[config.mk]
export PLATFORM = sky130hd
export DESIGN_NAME = perf_monitor
export DESIGN_NICKNAME = d
export VERILOG_FILES = /design/src/rtl/perf_pkg.sv /design/src/rtl/perf_counter.sv /design/src/rtl/perf_monitor.sv
export SDC_FILE = /design/constraint.sdc
export NUM_CORES = 1
export LEC_CHECK = 0
export CORE_MARGIN = 4
export CORE_UTILIZATION = 55
export CTS_BUF_LIST = sky130_fd_sc_hd__clkbuf_16
export DETAILED_ROUTE_END_ITERATION = 8
export DONT_BUFFER_PORTS = 1
export PLACE_DENSITY_LB_ADDON = 0.08
export SKIP_CTS_REPAIR_TIMING = 1
export SLEW_MARGIN = 20
export SYNTH_ARGS = -nofsm -noshare
export SYNTH_HDL_FRONTEND = slang
export SYNTH_SLANG_ARGS = --single-unit
[constraint.sdc]
create_clock -name clk_i -period 2.6 [get_ports clk_i]
set_input_delay 0.78 -clock clk_i [delete_from_list [all_inputs] [get_ports clk_i]]
set_output_delay 0.78 -clock clk_i [all_outputs]
set_load 0.005 [all_outputs]
[src/rtl/perf_pkg.sv]
// Shared definitions for the performance monitor: counter indices, cache
// state encodings and the monitor FSM state type.
package perf_pkg;

  localparam int NUM_CNT       = 8;

  localparam int CNT_CYCLES    = 0;
  localparam int CNT_STALLS    = 1;
  localparam int CNT_FLUSHES   = 2;
  localparam int CNT_RD_HITS   = 3;
  localparam int CNT_WR_HITS   = 4;
  localparam int CNT_RD_MISSES = 5;
  localparam int CNT_WR_MISSES = 6;
  localparam int CNT_WB_MISSES = 7;

  localparam logic [1:0] CACHE_IDLE  = 2'd0;
  localparam logic [1:0] CACHE_WB    = 2'd1;
  localparam logic [1:0] CACHE_ALLOC = 2'd2;

  typedef enum logic [1:0] {
    ST_IDLE = 2'd0,
    ST_RUN  = 2'd1,
    ST_DONE = 2'd2
  } mon_state_e;

endpackage

[src/rtl/perf_counter.sv]
// Single event counter with clear, freeze, wrap-or-saturate and a sticky overflow flag.
// Latency: one cycle from inc_i to count_o; no backpressure.
module perf_counter #(
  parameter int pWidth    = 32,
  parameter int pSaturate = 0
) (
  input  logic              clk_i,
  input  logic              rst_i,
  input  logic              clear_i,
  input  logic              inc_i,
  input  logic              freeze_i,
  output logic [pWidth-1:0] count_o,
  output logic              overflow_o
);

  logic [pWidth-1:0] cnt_q, cnt_d;
  logic              ovf_q, ovf_d;

  always_comb begin
    cnt_d = cnt_q;
    ovf_d = ovf_q;
    if (clear_i) begin
      cnt_d = '0;
      ovf_d = 1'b0;
    end else if (inc_i && !freeze_i) begin
      if (&cnt_q) begin
        // Overflow is flagged whether the counter wraps or sticks at all-ones.
        ovf_d = 1'b1;
        cnt_d = (pSaturate != 0) ? cnt_q : '0;
      end else begin
        cnt_d = cnt_q + 1'b1;
      end
    end
  end

  always_ff @(posedge clk_i) begin
    if (rst_i) begin
      cnt_q <= '0;
      ovf_q <= 1'b0;
    end else begin
      cnt_q <= cnt_d;
      ovf_q <= ovf_d;
    end
  end

  assign count_o    = cnt_q;
  assign overflow_o = ovf_q;

endmodule

[src/rtl/perf_monitor.sv]
// Pipeline/data-cache performance monitor: eight event counters gated by an IDLE/RUN/DONE FSM.
// Latency: counters update one cycle after the event; count_o is one further registered stage.
module perf_monitor
  import perf_pkg::*;
#(
  parameter int pCounterWidth = 32,
  parameter int pCycleLimit   = 300,
  parameter int pSaturate     = 0
) (
  input  logic                     clk_i,
  input  logic                     rst_i,
  input  logic                     enable_i,
  input  logic                     clear_i,
  input  logic                     hazard_stall_i,
  input  logic                     cache_stall_i,
  input  logic [1:0]               cache_state_i,
  input  logic                     cache_read_i,
  input  logic                     cache_write_i,
  input  logic                     pc_mux_ctrl_i,
  input  logic                     flush_i,
  input  logic [2:0]               sel_i,
  output logic [pCounterWidth-1:0] count_o,
  output logic [7:0]               overflow_o,
  output logic                     limit_reached_o
);

  localparam logic [63:0] LIMIT_M1 = 64'(pCycleLimit - 1);

  mon_state_e                 state_q, state_d;
  logic [1:0]                 prev_cache_state_q;
  logic                       miss_pending_q;
  logic                       active;
  logic                       frozen;
  logic                       at_limit;
  logic                       miss_start;
  logic                       hit_ok;
  logic [63:0]                cyc_ext;
  logic [NUM_CNT-1:0]         ev;
  logic [NUM_CNT-1:0]         ovf;
  logic [pCounterWidth-1:0]   cnt [NUM_CNT];
  logic [pCounterWidth-1:0]   count_q;

  assign active   = (state_q == ST_RUN) && enable_i;
  assign frozen   = (state_q == ST_DONE);
  assign cyc_ext  = 64'(cnt[CNT_CYCLES]);
  // Compare at 64 bits so a limit wider than the counter simply never fires.
  assign at_limit = active && (cyc_ext == LIMIT_M1);

  always_comb begin
    state_d = state_q;
    case (state_q)
      ST_IDLE: if (enable_i) state_d = ST_RUN;
      ST_RUN: begin
        if (!enable_i)     state_d = ST_IDLE;
        else if (at_limit) state_d = ST_DONE;
      end
      ST_DONE: state_d = ST_DONE;
      default: state_d = ST_IDLE;
    endcase
    if (clear_i) state_d = ST_IDLE;
  end

  // Cache tracking runs in every FSM state so enabling mid-miss stays consistent.
  always_ff @(posedge clk_i) begin
    if (rst_i) begin
      state_q            <= ST_IDLE;
      prev_cache_state_q <= CACHE_IDLE;
      miss_pending_q     <= 1'b0;
      count_q            <= '0;
    end else begin
      state_q            <= state_d;
      prev_cache_state_q <= cache_state_i;
      miss_pending_q     <= cache_stall_i;
      count_q            <= cnt[sel_i];
    end
  end

  assign miss_start = cache_stall_i && !miss_pending_q && (prev_cache_state_q == CACHE_IDLE) &&
                      ((cache_state_i == CACHE_WB) || (cache_state_i == CACHE_ALLOC));
  assign hit_ok     = !cache_stall_i && !miss_pending_q;

  always_comb begin
    ev = '0;
    if (active) begin
      ev[CNT_CYCLES]    = 1'b1;
      ev[CNT_STALLS]    = (hazard_stall_i || cache_stall_i) && !pc_mux_ctrl_i;
      ev[CNT_FLUSHES]   = flush_i;
      ev[CNT_RD_HITS]   = hit_ok && cache_read_i;
      ev[CNT_WR_HITS]   = hit_ok && !cache_read_i && cache_write_i;
      ev[CNT_RD_MISSES] = miss_start && cache_read_i;
      ev[CNT_WR_MISSES] = miss_start && !cache_read_i;
      ev[CNT_WB_MISSES] = miss_start && (cache_state_i == CACHE_WB);
    end
  end

  for (genvar i = 0; i < NUM_CNT; i++) begin : g_cnt
    perf_counter #(
      .pWidth    (pCounterWidth),
      .pSaturate (pSaturate)
    ) u_cnt (
      .clk_i      (clk_i),
      .rst_i      (rst_i),
      .clear_i    (clear_i),
      .inc_i      (ev[i]),
      .freeze_i   (frozen),
      .count_o    (cnt[i]),
      .overflow_o (ovf[i])
    );
  end

  assign count_o         = count_q;
  assign overflow_o      = ovf;
  assign limit_reached_o = frozen;

endmodule
# ---- Word level (Yosys, flattened, before mapping)
# Cells that the tools add are included.
dict set report op_classes {
  addsub 8
  magnitude_cmp 1
  eq_ne 7
  muxes 16
  n_bitwise 1
  n_reduce_logical 48
}
# cell n
set ops {}
lappend ops {{2-to-1 mux 32 bit} 10}
lappend ops {{AND reduction 33 bit} 8}
lappend ops {{adder 32 x 1 -> 32 bit, second input constant} 8}
lappend ops {{AND reduction 32 bit} 8}
lappend ops {{binary-select mux 32 bit (select 3 bit)} 1}
lappend ops {{== test 32 x 9 -> 1 bit, second input constant} 1}
lappend ops {{logical AND 1 bit} 21}
lappend ops {{2-to-1 mux 8 bit} 1}
lappend ops {{2-to-1 mux 2 bit} 3}
lappend ops {{one-hot mux 2 bit (3 select lines)} 1}
lappend ops {{logical NOT 1 bit} 5}
lappend ops {{== test 2 x 1 -> 1 bit, second input constant} 2}
lappend ops {{== test 2 bit, second input constant} 2}
lappend ops {{>= comparator 4 bit, second input constant} 1}
lappend ops {{logical NOT 2 bit} 2}
lappend ops {{inverter 3 -> 4 bit} 1}
lappend ops {{inequality test 3 bit, second input constant} 1}
lappend ops {{logical OR 1 bit} 2}
lappend ops {{inequality test 2 bit, second input constant} 1}
lappend ops {{AND reduction 2 bit} 1}
lappend ops {{OR reduction 2 bit} 1}
dict set report word_totals {
  regBits 301
  input_bits 15
  out_inout_bits 41
  word_cells 101
}

# ---- Logic depth before layout (Yosys ltp)
dict set report logic_depth {
  depth_word 8
  mapped_depth 9
  mapped_depth_nobuf 7
}

# ---- Modules after synthesis
# From an unflattened synthesis, not the netlist that was laid out.
dict set report unflattened {
  cells_unflattened 1583
  hier_area_um2 15208.3
}
# module n_inst cells_per_inst area_per_inst_um2 seq_area_each_um2
set by_module_without_submodules {}
lappend by_module_without_submodules {perf_counter 8 170 1521.5 660.6}
lappend by_module_without_submodules {perf_monitor 1 223 3036.7 740.7}

# ---- Least setup slack after synthesis
# No wires, ideal clock.
dict set report synth_timing {
  path_kind {input-to-reg}
  from {in cache_state_i[1]}
  to {reg g_cnt[5].u_cnt.cnt_q[28]}
  setup_time_ns 0.116
  arrival_ns 2.629
  required_time_ns 2.484
  slack_ns -0.146
  stages 7
  n_path_buf 0
  cell_sequence {inv_1 ha_1 nor4b_2 nand4_1 nor3_1 a21oi_1 a31o_2}
}
dict set report synth_between {
  elab_chain_len 6
  elab_cells_between_ends 7
  classes_between {eq/ne: 2; mux: 1; reduce/logical: 4}
}
# element line
set synth_rtl {}
lappend synth_rtl {{start, declared} perf_monitor.sv:16} ;# input logic [1:0] cache_state_i,
lappend synth_rtl {{== test 2 x 1 -> 1 bit or == test 2 bit (tied branches)} perf_monitor.sv:79} ;# ((cache_state_i == CACHE_WB) || (cache_state_i == CACHE_ALLOC));
lappend synth_rtl {{logical OR 1 bit (*)} perf_monitor.sv:79}
lappend synth_rtl {{logical AND 1 bit (*)} perf_monitor.sv:78} ;# assign miss_start = cache_stall_i && !miss_pending_q && (prev_cache_state_q == CACHE_IDLE) &&
lappend synth_rtl {{logical AND 1 bit (*)} perf_monitor.sv:90} ;# ev[CNT_RD_MISSES] = miss_start && cache_read_i;
lappend synth_rtl {{2-to-1 mux 8 bit (*)} perf_monitor.sv:84} ;# if (active) begin
lappend synth_rtl {{logical AND 1 bit (*)} perf_counter.sv:25} ;# end else if (inc_i && !freeze_i) begin
lappend synth_rtl {{end signal, assigned} perf_counter.sv:41} ;# cnt_q <= cnt_d;
lappend synth_rtl {{end, declared} perf_counter.sv:16} ;# logic [pWidth-1:0] cnt_q, cnt_d;
# Mark *: on every way between the ends. The rest lies on a longest branch, timed or not.
# A chain may end at the register's enable or synchronous reset.

# ---- Final worst setup path
dict set report layout_timing {
  from {reg g_cnt[7].u_cnt.cnt_q[3]}
  to {reg g_cnt[7].u_cnt.cnt_q[30]}
}
dict set report layout_between {
  elab_chain_len 2
  elab_cells_between_ends 3
  classes_between {add/sub: 1; mux: 1; reduce/logical: 1}
}
# element line
set layout_rtl {}
lappend layout_rtl {{start, declared} perf_counter.sv:16}
lappend layout_rtl {{start signal, assigned} perf_counter.sv:41}
lappend layout_rtl {{adder 32 x 1 -> 32 bit or AND reduction 32 bit (tied branches)} {perf_counter.sv:31, perf_counter.sv:26}}
lappend layout_rtl {{2-to-1 mux 32 bit (*)} perf_counter.sv:26} ;# if (&cnt_q) begin
# Marks and branches as above.

==> results_dict.tcl <==
set metrics [dict create \
    gp_congestion 0.939 \
    syn_area_sq_um 15300 \
    max_stage_delay_ps 630 \
    fin_crit_ps 2440 \
    rsz0062_at_grt "false" \
    ys.flop_type "dfxtp_1" \
    synth_edf_count 0 \
    wl_mm 43.9 \
    worstHoldStart "rst_i" \
    synth-async-reset-ratio 0 \
    clockBufferDepth 3 \
    coreArea_sq_um 27100 \
    skew_ps 16.7 \
    ir_worst_vdd_mv 0.421 \
    hp-class "input pin to flop" \
    cp_data_required_time_ps 3020 \
    first_iter_violations 1181 \
    synth.area.top_cells "dfxtp_1, mux4_2, nor2_1" \
    slew-limit-headroom 0.472 \
    outcome "finished clean" \
    power.density_nw_per_um2 547 \
    clkLatencyLatePin_ps 500 \
    p_total_mw 9.36 \
    nNetsFinal 1755 \
    worst_r2r_startpoint "g_cnt[7].u_cnt.count_o[3]" \
    final_area_sq_um 17100 \
    clock-sinks 301 \
    setup_viol 0 \
    final_util 0.632 \
    synth_warnings 0 \
    synth_fp_nets 1722 \
    drive_above_1_share 0.125 \
    start_util 0.563 \
    die_area_sq_um 30500 \
    drt-wirelength-per-cell_um 20.6 \
    grt_pass1_wl_mm 69.3 \
    fp.dieW_um 175 \
    die_y_um 175 \
    multi_input_area_sq_um 8750 \
    p_leak_nw 5.42 \
    whs_ps 354 \
    postPlaceCellArea_sq_um 16100 \
    firstDrtPassIters 5 \
    antenna_found_initial 1 \
    yosys.area.top_type_share 0.395 \
    yosysSeqAreaShare 0.395 \
    cts-root-buf "clkbuf_16" \
    path_cells "nand4_1 > or4_1 > or3_1 > buf_4 > or4_1 > a21oi_1" \
    cp-end-kind "flop" \
    clk_pin_slew_worst_paths_ps 60 \
    fmax_mhz 410 \
    cts_tree "built" \
    drtAntennaViolNets 0 \
    ys_types 54 \
    dp.final_hpwl_mm 32.4 \
    grt_pass1_vias 11800 \
    ys_seq_elements 301 \
    grt_max_degree 65 \
    num_io_pins 56 \
    crit_path_frequent_cell "or4_1" \
    seqCellArea_sq_um 6030 \
    num-fill-cells 2313 \
    crit_arrival_ps 2860 \
    cap_violations 0 \
    n_antenna_cell 0 \
    hold_viol 0 \
    finalCritPeriodShare 0.939 \
    crit_type "flop to flop" \
    avgViaCountPerCell 6.04 \
    num_vias 12800 \
    finalMaxSlewViolations 0 \
    tightest_slew_ps 785 \
    numCtsBuffers 35 \
    critPathLaunch "g_cnt[7].u_cnt.count_o[3]" \
    syn_inst 1698 \
    num_rows 60 \
    crit_fanout 13 \
    area_delta_synth_final_pct 12.3 \
    drc 0 \
    yosysTopAreaCell "dfxtp_1" \
    port_buffers 0 \
    htreeDepth 2 \
    grtUsageTotal 0.285 \
    grt_overflow_total 0 \
    syn_area_per_cell_sq_um 8.98 \
    critPathLaunchType "flop" \
    slowest_stage "or4_1" \
]
## path summary, 6_finish.rpt
kind / cells after the start / slack, ps / to
worst max-delay path: 6 / 160 / g_cnt[7].u_cnt.count_o[30]
worst min-delay path: 1 / 350 / count_o[25]
worst min register to register: 2 / 500 / g_cnt[3].u_cnt.count_o[1]
worst max register to register: 6 / 160 / g_cnt[7].u_cnt.count_o[30]
## worst max-delay path, delay by kind of cell, from the launching register on
kind / cells / cell delay [ps]
and+or+nand+nor: 4 / 1570
buffers and inverters: 1 / 200
AOI/OAI and AO/OA: 1 / 150
DFF: 1 / 440
## layout by cell type (no fill, tap or decap), types with 3 or more instances in the layout
cell type / count
nand2_1: 105
mux2i_1: 35
a21oi_1: 24
nor3_1: 67
and4_1: 35
nor4_2: 3
nand4_1: 88
nor3b_1: 3
mux4_2: 64
xor2_1: 85
nand3_1: 112
clkbuf_16: 37
nand4b_1: 3
dfxtp_1: 301
o21a_1: 6
and2_1: 10
inv_1: 43
clkinv_2: 5
or4_1: 10
buf_12: 7
or3_1: 22
o21ai_0: 20
xnor2_1: 133
o21ai_2: 5
nor4bb_1: 3
o31ai_1: 3
buf_4: 76
a31o_2: 3
a31oi_1: 4
clkinv_1: 7
nor4b_1: 7
ha_1: 9
nor4_1: 52
nor2_1: 311
or2_2: 6
and3_1: 24
## routing by layer
metal / vias to the layer above / global-route usage / share of wire
met2: 526 / 0.415 / 0.42
met3: 86 / 0.0524 / 0.087
met5: - / 0 / 0.00030
li1: 6115 / - / -
met1: 6108 / 0.432 / 0.46
met4: 2 / 0.0831 / 0.030
## sequential cells by signal, indices dropped and copies added, names as in the netlist
name and cells:
g_cnt.u_cnt.count_o 256, count_o 32, g_cnt.u_cnt.overflow_o 8, prev_cache_state_q 2, state_q 2, miss_pending_q 1
## Yosys cell counts, drive strengths merged (2+ instances only)
library cell	n
o21a	6
nor3	68
nor4b	10
xor2	85
and4	35
or2	6
nand4b	3
nand2	105
inv	32
clkbuf	41
mux4	64
nand3b	2
o31ai	3
mux2i	35
nor2	312
nand4	88
buf	46
nor3b	3
dfxtp	301
nor4	56
ha	9
a31oi	4
or4	11
xnor2	133
a31o	3
o21ai	27
nand3	114
a21oi	24
or3	22
and2	10
and3	24
nor4bb	3
nor2b	2
## through the flow
stage / setup TNS (ps) / cells / setup WS (ps)
finish: 0 / 2127 / 159
global route: 0 / 2127 / 49.1
CTS: 0 / 2127 / 174
detailed placement: -4320 / 2066 / -121
global placement: -3390 / 2066 / -139
floorplan: -980 / 1698 / -49.1
## where the power goes
part | internal [mW] | total (mW) | leakage [nW] | switching (mW)
Sequential | 4.62 | 4.62 | 2.42 | 0.00682
Combinational | 0.109 | 0.230 | 2.43 | 0.122
Clock | 2.65 | 4.51 | 0.559 | 1.86
## layout make-up
| type | count | area share |
|---|---|---|
| Inverter | 32 | 0.00701 |
| Sequential cell | 301 | 0.352 |
| Clock inverter | 24 | 0.00716 |
| Multi-Input combinational cell | 1278 | 0.511 |
| Tap cell | 372 | 0.0272 |
| Timing Repair Buffer | 83 | 0.0415 |
| Clock buffer | 37 | 0.0541 |
## cell families after synthesis
family	count (synthesis)	share of synthesized area
compound gates	75	0.0303
flops	301	0.395
fa+ha+maj	9	0.00738
simple gates	877	0.290
buf+inv	119	0.0348
xor+xnor	218	0.125
mux	99	0.117
Power figures use the tool's default switching activity.
